File: config.mk
export PLATFORM = sky130hd
export DESIGN_NAME = ina219_poll_scheduler
export DESIGN_NICKNAME = d
export VERILOG_FILES = /design/src/rtl/ina219_poll_scheduler.sv
export SDC_FILE = /design/constraint.sdc
export NUM_CORES = 1
export LEC_CHECK = 0
export CAP_MARGIN = 30
export CORE_ASPECT_RATIO = 0.6
export CORE_MARGIN = 2
export CORE_UTILIZATION = 48
export DETAILED_ROUTE_END_ITERATION = 8
export GPL_ROUTABILITY_DRIVEN = 0
export PLACE_DENSITY = 0.77
export SLEW_MARGIN = 20
export SYNTH_ARGS = -nofsm -noshare
export SYNTH_HDL_FRONTEND = slang
export SYNTH_SLANG_ARGS = --single-unit
export TNS_END_PERCENT = 50
File: constraint.sdc
create_clock -name clk -period 3.6 [get_ports clk]
set_input_delay 0.54 -clock clk [delete_from_list [all_inputs] [get_ports clk]]
set_output_delay 0.54 -clock clk [all_outputs]
set_load 0.02 [all_outputs]
File: src/rtl/ina219_poll_scheduler.sv
// Round-robin calibration and polling scheduler for three INA219 sensors
// sharing one byte-level I2C transaction engine.
`timescale 1ns/1ps
module ina219_poll_scheduler #(
    parameter logic [7:0]  ADDR0          = 8'h80,
    parameter logic [7:0]  ADDR1          = 8'h82,
    parameter logic [7:0]  ADDR2          = 8'h88,
    parameter logic [15:0] CAL_VALUE      = 16'h1000,
    parameter logic [7:0]  DATA_REG       = 8'h04,
    parameter int unsigned POLL_CYCLES    = 1_250_000,
    parameter int unsigned TIMEOUT_CYCLES = 200_000,
    parameter int unsigned MAX_RETRY      = 2
) (
    input  logic        clk,
    input  logic        reset,
    input  logic        enable,
    output logic        cmd_start,
    output logic [1:0]  cmd_kind,
    output logic [7:0]  cmd_addr,
    output logic [7:0]  cmd_ptr,
    output logic [15:0] cmd_wdata,
    input  logic        cmd_busy,
    input  logic        cmd_done,
    input  logic        cmd_nack,
    input  logic [15:0] cmd_rdata,
    output logic [15:0] meas0,
    output logic [15:0] meas1,
    output logic [15:0] meas2,
    output logic [2:0]  meas_valid,
    output logic [2:0]  sensor_err,
    output logic        frame_done
);

    localparam logic [7:0]  CAL_REG  = 8'h05;
    localparam logic [1:0]  K_WRITE  = 2'd0;
    localparam logic [1:0]  K_SETPTR = 2'd1;
    localparam int unsigned TW = $clog2(TIMEOUT_CYCLES + 1);
    localparam int unsigned PW = $clog2(POLL_CYCLES + 1);
    localparam int unsigned RW = (MAX_RETRY > 0) ? $clog2(MAX_RETRY + 1) : 1;

    localparam logic [2:0] S_IDLE     = 3'd0;
    localparam logic [2:0] S_ISSUE    = 3'd1;
    localparam logic [2:0] S_WAIT     = 3'd2;
    localparam logic [2:0] S_EVAL     = 3'd3;
    localparam logic [2:0] S_NEXT     = 3'd4;
    localparam logic [2:0] S_INTERVAL = 3'd5;

    logic [2:0]    state;
    logic [1:0]    sensor;
    logic [2:0]    cal_ok;
    logic [2:0]    ptr_ok;
    logic [RW-1:0] attempt;
    logic [TW-1:0] tcnt;
    logic [PW-1:0] pcnt;
    logic          res_fail;
    logic [15:0]   res_data;

    logic [2:0]    sel;
    logic [1:0]    cur_kind;
    logic [7:0]    cur_addr;

    always_comb begin
        sel = 3'b001 << sensor;
        if (~|(cal_ok & sel))
            cur_kind = K_WRITE;
        else if (~|(ptr_ok & sel))
            cur_kind = K_SETPTR;
        else
            cur_kind = 2'd2;
        case (sensor)
            2'd0:    cur_addr = ADDR0;
            2'd1:    cur_addr = ADDR1;
            default: cur_addr = ADDR2;
        endcase
    end

    // Command fields are only presented while a transaction is being launched
    // or is in flight; they derive from flags that change only in EVAL.
    always_comb begin
        cmd_kind  = '0;
        cmd_addr  = '0;
        cmd_ptr   = '0;
        cmd_wdata = '0;
        if (state == S_ISSUE || state == S_WAIT) begin
            cmd_kind  = cur_kind;
            cmd_addr  = cur_addr;
            cmd_ptr   = (cur_kind == K_WRITE) ? CAL_REG : DATA_REG;
            cmd_wdata = (cur_kind == K_WRITE) ? CAL_VALUE : '0;
        end
    end

    assign cmd_start  = (state == S_ISSUE) && enable && !cmd_busy;
    assign frame_done = (state == S_NEXT) && (sensor == 2'd2);

    always_ff @(posedge clk or posedge reset) begin
        if (reset) begin
            state      <= S_IDLE;
            sensor     <= '0;
            cal_ok     <= '0;
            ptr_ok     <= '0;
            attempt    <= '0;
            tcnt       <= '0;
            pcnt       <= '0;
            res_fail   <= 1'b0;
            res_data   <= '0;
            meas0      <= '0;
            meas1      <= '0;
            meas2      <= '0;
            meas_valid <= '0;
            sensor_err <= '0;
        end else begin
            case (state)
                S_IDLE: begin
                    if (enable)
                        state <= S_ISSUE;
                end
                S_ISSUE: begin
                    if (!enable) begin
                        state <= S_IDLE;
                    end else if (!cmd_busy) begin
                        tcnt  <= '0;
                        state <= S_WAIT;
                    end
                end
                S_WAIT: begin
                    if (cmd_done) begin
                        res_fail <= cmd_nack;
                        res_data <= cmd_rdata;
                        state    <= S_EVAL;
                    end else if (tcnt == TW'(TIMEOUT_CYCLES - 1)) begin
                        res_fail <= 1'b1;
                        state    <= S_EVAL;
                    end else begin
                        tcnt <= tcnt + 1'b1;
                    end
                end
                S_EVAL: begin
                    if (!res_fail) begin
                        attempt <= '0;
                        if (cur_kind == K_WRITE) begin
                            cal_ok <= cal_ok | sel;
                            state  <= S_ISSUE;
                        end else if (cur_kind == K_SETPTR) begin
                            ptr_ok <= ptr_ok | sel;
                            state  <= S_ISSUE;
                        end else begin
                            case (sensor)
                                2'd0:    meas0 <= res_data;
                                2'd1:    meas1 <= res_data;
                                default: meas2 <= res_data;
                            endcase
                            meas_valid <= meas_valid | sel;
                            sensor_err <= sensor_err & ~sel;
                            state      <= S_NEXT;
                        end
                    end else if (attempt < RW'(MAX_RETRY)) begin
                        attempt <= attempt + 1'b1;
                        state   <= S_ISSUE;
                    end else begin
                        // Dropping both flags forces a full recalibration next frame.
                        attempt    <= '0;
                        sensor_err <= sensor_err | sel;
                        meas_valid <= meas_valid & ~sel;
                        cal_ok     <= cal_ok & ~sel;
                        ptr_ok     <= ptr_ok & ~sel;
                        state      <= S_NEXT;
                    end
                end
                S_NEXT: begin
                    if (sensor == 2'd2) begin
                        sensor <= '0;
                        pcnt   <= '0;
                        state  <= S_INTERVAL;
                    end else begin
                        sensor <= sensor + 1'b1;
                        state  <= S_ISSUE;
                    end
                end
                S_INTERVAL: begin
                    if (pcnt == PW'(POLL_CYCLES - 1))
                        state <= S_IDLE;
                    else
                        pcnt <= pcnt + 1'b1;
                end
                default: state <= S_IDLE;
            endcase
        end
    end

endmodule

---- Yosys cells after proc, flatten, opt, wreduce, memory -nomap -nowiden ----
Cells that the tools add are included.
W data, S select, Z words.
word-level totals
  output and inout port bits .............. 90
  bits of input ports ..................... 22
  register bits after elaboration ......... 123
operators by class
  reduce and logical (&&, ||, !) cells .... 27
  $add $sub $neg .......................... 4
  multiplexer cells ....................... 49
  bitwise gates (word level) .............. 15
  equality and inequality tests ........... 23
  shift-type cells ........................ 1
  $lt $le $gt $ge ......................... 1
operators by type and width
  operator                 count
  $mux W3                  27
  $mux W18                 4
  $mux W21                 2
  $pmux W21 S2             1
  $pmux W18 S2             1
  $mux W13                 2
  $add A21 B1 Y21 const B  1
  $eq A21 B21 Y1 const B   1
  $ne A2 B2 Y1 const B     10
  $reduce_and A5 Y1        4
  $add A18 B1 Y18 const B  1
  $and A3 B3 Y3            6
  $eq A18 B18 Y1 const B   1
  $pmux W3 S6              1
  $mux W2                  6
  $or A3 B3 Y3             4
  $reduce_and A4 Y1        3
  $reduce_bool A2 Y1       5
  $mux W8                  1
  $pmux W4 S2              1
  $eq A3 B2 Y1 const B     2
  $eq A3 B3 Y1 const B     2
  $reduce_and A3 Y1        2
  $reduce_or A3 Y1         2
  other kinds (19)         30

---- Depth between registers and ports, before layout ----
  depth after elaboration ................. 10
  mapped depth ............................ 8
  depth with buffers taken out ............ 5

---- Least setup slack after synthesis ----
No wires, ideal clock.
  path type ............................... reg2out
  start point ............................. reg sensor[1]
  end point ............................... out cmd_wdata[12]
  cell stages (with the launch flop) ...... 7
  arrival ................................. 1.530 ns
  data required time ...................... 3.060 ns
  setup slack ............................. 1.530 ns
  path buffers ............................ 3
  path through ............................ dfrtp_1 -> buf_4 -> nor2b_1 -> buf_4 -> o2bb2ai_4 -> nor2_1 -> buf_4
between the ends
  cells in the longest elaborated chain, start to end .. 8
RTL lines
  what                    RTL line  source
  start, declared         49        logic [1:0] sensor;
  start signal, assigned  175       sensor <= sensor + 1'b1;
  $shl A1 B2 Y3 *         63        sel = 3'b001 << sensor;
  $and A3 B3 Y3           66        else if (~|(ptr_ok & sel))
  $reduce_or A3 Y1        66
  $mux W2                 66
  $mux W2 *               64        if (~|(cal_ok & sel))
  $logic_not A2 Y1 *      88        cmd_wdata = (cur_kind == K_WRITE) ? CAL_VALUE : '0;
  $mux W13 *              88
  $mux W13 *              84        if (state == S_ISSUE || state == S_WAIT) begin
  end, declared           21        output logic [15:0] cmd_wdata,
Mark *: on every way between the ends. The rest lies on a longest branch, timed or not.

---- Worst setup path after layout ----
  start point ............................. reg state[0]
  end point ............................... out frame_done
between the ends
  cells in the longest elaborated chain, start to end .. 2
RTL lines
  what                    RTL line  source
  start, declared         48        logic [2:0] state;
  start signal, assigned  97        state <= S_IDLE;
  start signal, assigned  115       state <= S_ISSUE;
  start signal, assigned  119       state <= S_IDLE;
  $eq A3 B3 Y1            93        assign frame_done = (state == S_NEXT) && (sensor == 2'd2);
  $logic_and A1 B1 Y1     93
  end, declared           31        output logic frame_done
Every way passes these cells.

==> impl_metrics.env <==
export IMPL_fin_setup_tns_ps=0
export IMPL_status="finished clean"
export IMPL_crit_buf_inv=3
export IMPL_synthArstFlopShare_pct=100
export IMPL_synth_top_area_share_pct=50.2
export IMPL_max_freq_ghz=0.328
export IMPL_grt_pass1_vias=4541
export IMPL_required_ps=3060
export IMPL_cts_max_path_buffers=2
export IMPL_netlist_area_um2=6130
export IMPL_seq_area_um2=3080
export IMPL_grt_start_max_net_pins=42
export IMPL_via_per_inst=5.64
export IMPL_endpoint_kind="primary output"
export IMPL_post_drt_wl_per_cell_um=17.9
export IMPL_rsz0062_at_grt="false"
export IMPL_clk_pin_slew_ps=60
export IMPL_p_sw_mw=2.04
export IMPL_max_cap_viol_count=0
export IMPL_n_fill_cell=936
export IMPL_seq_area_frac_synth_pct=50.2
export IMPL_cp_slowest_cell="clkdlybuf4s50_1"
export IMPL_dp_worst_setup_slack_ps=609
export IMPL_die_h_um=91.5
export IMPL_wirelength_um=14400
export IMPL_synth_most_common_cell="dfrtp_1"
export IMPL_dp_hpwl_um=9670
export IMPL_path_cells="nor3b_2 > nand2_1 > buf_4 > inv_1 > clkdlybuf4s50_1"
export IMPL_setup_slack_ps=550
export IMPL_drc=0
export IMPL_ios=112
export IMPL_portBuffers=85
export IMPL_hold_buffers=0
export IMPL_period_share_pct=84.7
export IMPL_max_stage_delay_ps=610
export IMPL_m1WireLength_um=6700
export IMPL_maxSlewViolCount=0
export IMPL_power_mw=5.93
export IMPL_rrSetupSlack_ps=1060
export IMPL_synth_edf_count=0
export IMPL_dp_cells=771
export IMPL_multi_input_area_um2=2730
export IMPL_ir_drop_uv=438
export IMPL_synth_seq_cells=123
export IMPL_setup_viol=0
export IMPL_p_sw_share_pct=34.4
export IMPL_drtAntennaViolNets=0
export IMPL_vias=4532
export IMPL_core_um2=12300
export IMPL_first_iter_violations=389
export IMPL_fin_nets=649
export IMPL_cp_start_kind="flip-flop"
export IMPL_clkSinkCount=123
export IMPL_cts_root_buf="clkbuf_16"
export IMPL_die_area_um2=13700
export IMPL_htreeDepth=4
export IMPL_placed_area_um2=7000
export IMPL_track_usage_pct=22.0
export IMPL_ys_types=62
export IMPL_antenna_found_initial=0
export IMPL_crit_arrival_ps=2510
export IMPL_cellLeakagePower_nw=3.38
export IMPL_worstHoldPathType="flip-flop to flip-flop"
export IMPL_utilization_pct=62.3
export IMPL_layoutNonFillerInstCount=803
export IMPL_relSlewSlack_pct=50.7
export IMPL_start_util_pct=50.0
export IMPL_hold_viol=0
export IMPL_internal_power_mw=3.89
export IMPL_cts_repair_resize_count=0
export IMPL_fp_dieW_um=150
export IMPL_holdWs_ps=499
export IMPL_synthFlopType="dfrtp_1"
export IMPL_syn2layout_area_growth_pct=24.6
export IMPL_final_area_um2=7640
export IMPL_clock_skew_ps=9.95
export IMPL_yosys_warnings=0
export IMPL_dr_pass1_iters=6
export IMPL_grt_pass1_wl_um=23700
export IMPL_met3_length_um=663
export IMPL_diodes=0
export IMPL_synth_area_leaders="dfrtp_1, mux2_2, buf_4"
export IMPL_synth_common_cells="dfrtp_1, mux2_2, nand2_1"
export IMPL_rows=31
export IMPL_drive_gt1_share_pct=18.8
export IMPL_period_minus_slack_ps=3050
export IMPL_clockPowerShare_pct=31.1
export IMPL_sequentialPowerShare_pct=35.7
export IMPL_globalRouteOverflowTotal=0
export IMPL_tightest_slew_ps=738
export IMPL_clk_latency_ps=420
export IMPL_cts_tree="yes"
export IMPL_pwr_share_comb_pct=33.2
export IMPL_routed_wl_met2_um=6850
export IMPL_path_max_fanout=16
export IMPL_postCtsSetupBuffers=0
export IMPL_syn_avg_cell_area_um2=11.4
export IMPL_numCtsBuffers=17
export IMPL_top_layer="met4"
export IMPL_power_density_nw_per_um2=776
export IMPL_worst_setup_path_type="flip-flop to primary output"
export IMPL_cp_top_family="buffers and inverters"
export IMPL_synthCells=539
export IMPL_synth_top_cell_by_area="dfrtp_1"
==> worst paths after layout <==
| kind | cells past startpoint | to | from |
|---|---|---|---|
| worst min-delay path | 1 | flip-flop | flip-flop |
| max in group asynchronous | 3 | state[1]$_DFFE_PP0P_ | reset |
| min in group asynchronous | 2 | pcnt[20]$_DFFE_PP0P_ | reset |
| worst max-delay path | 5 | frame_done | state[0]$_DFFE_PP0P_ |
| worst min register to register | 1 | flip-flop | flip-flop |
| worst max register to register | 4 | meas0[10]$_DFFE_PP0P_ | state[0]$_DFFE_PP0P_ |
==> cell type report <==
type                            instances  area share, %
Clock buffer                           18           5.62
Timing Repair Buffer                   93           12.1
Clock inverter                         14           2.69
Tap cell                              165           2.70
Inverter                               16          0.835
Multi-Input combinational cell        374           35.8
Sequential cell                       123           40.3
==> metal layers <==
metal	global-route usage, %	vias up
li1	-	2102
met1	31.0	2267
met2	34.5	149
met3	4.27	14
met4	6.45	0
met5	0	-
==> kinds of logic (layout without fill, tap and decap cells) <==
logic type | after synthesis | in the layout | synth area share (%)
fa+ha+maj | 2 | 2 | 0.408
flops | 123 | 123 | 50.2
buf+inv | 67 | 141 | 6.74
mux | 83 | 83 | 14.9
xor+xnor | 4 | 4 | 0.572
compound gates | 92 | 92 | 10.4
other cells | 1 | 26 | 0.0612
simple gates | 167 | 167 | 16.7
==> power by group through the flow <==
stage                     clock, mW  combinational (mW)  sequential (mW)
final                          1.84                1.97             2.12
after global routing           1.93                2.10             2.17
after CTS                      1.87                1.99             2.11
after detailed placement          0                1.97             2.12
after global placement            0                1.92             2.09
after floorplan                   0                1.06             2.26
==> state kept, by name, indices dropped and copies added (netlist names), named ones only <==
name / flops
pcnt: 21
tcnt: 18
meas0: 16
meas1: 16
meas2: 16
res_data: 16
state: 3
attempt: 2
sensor: 2
res_fail: 1
==> placed cells by master, fill, tap and decap left out, types with 4 or more instances in the layout <==
master and count:
dfrtp_1 123, clkdlybuf4s50_1 85, mux2_2 65, nand2_1 42
a21oi_1 27, conb_1 26, o21ai_0 22, nor2_1 19
mux2i_1 17, clkbuf_16 17, nand3_1 16, inv_1 14
or3_1 12, o31ai_1 12, nand2b_1 11, nand4_1 10
and4_1 8, inv_6 8, nor3_1 7, or4_1 7
buf_4 7, and3_1 6, a211oi_1 5, o211ai_1 4
o21a_1 4, bufinv_16 4
==> worst register-to-register path, cell delays in order (launching register included) <==
cell and delay, ps:
dfrtp_1 710, and3b_1 530, nand2_1 240, nand4b_4 490, mux2_1 460
Power figures use the tool's default switching activity.
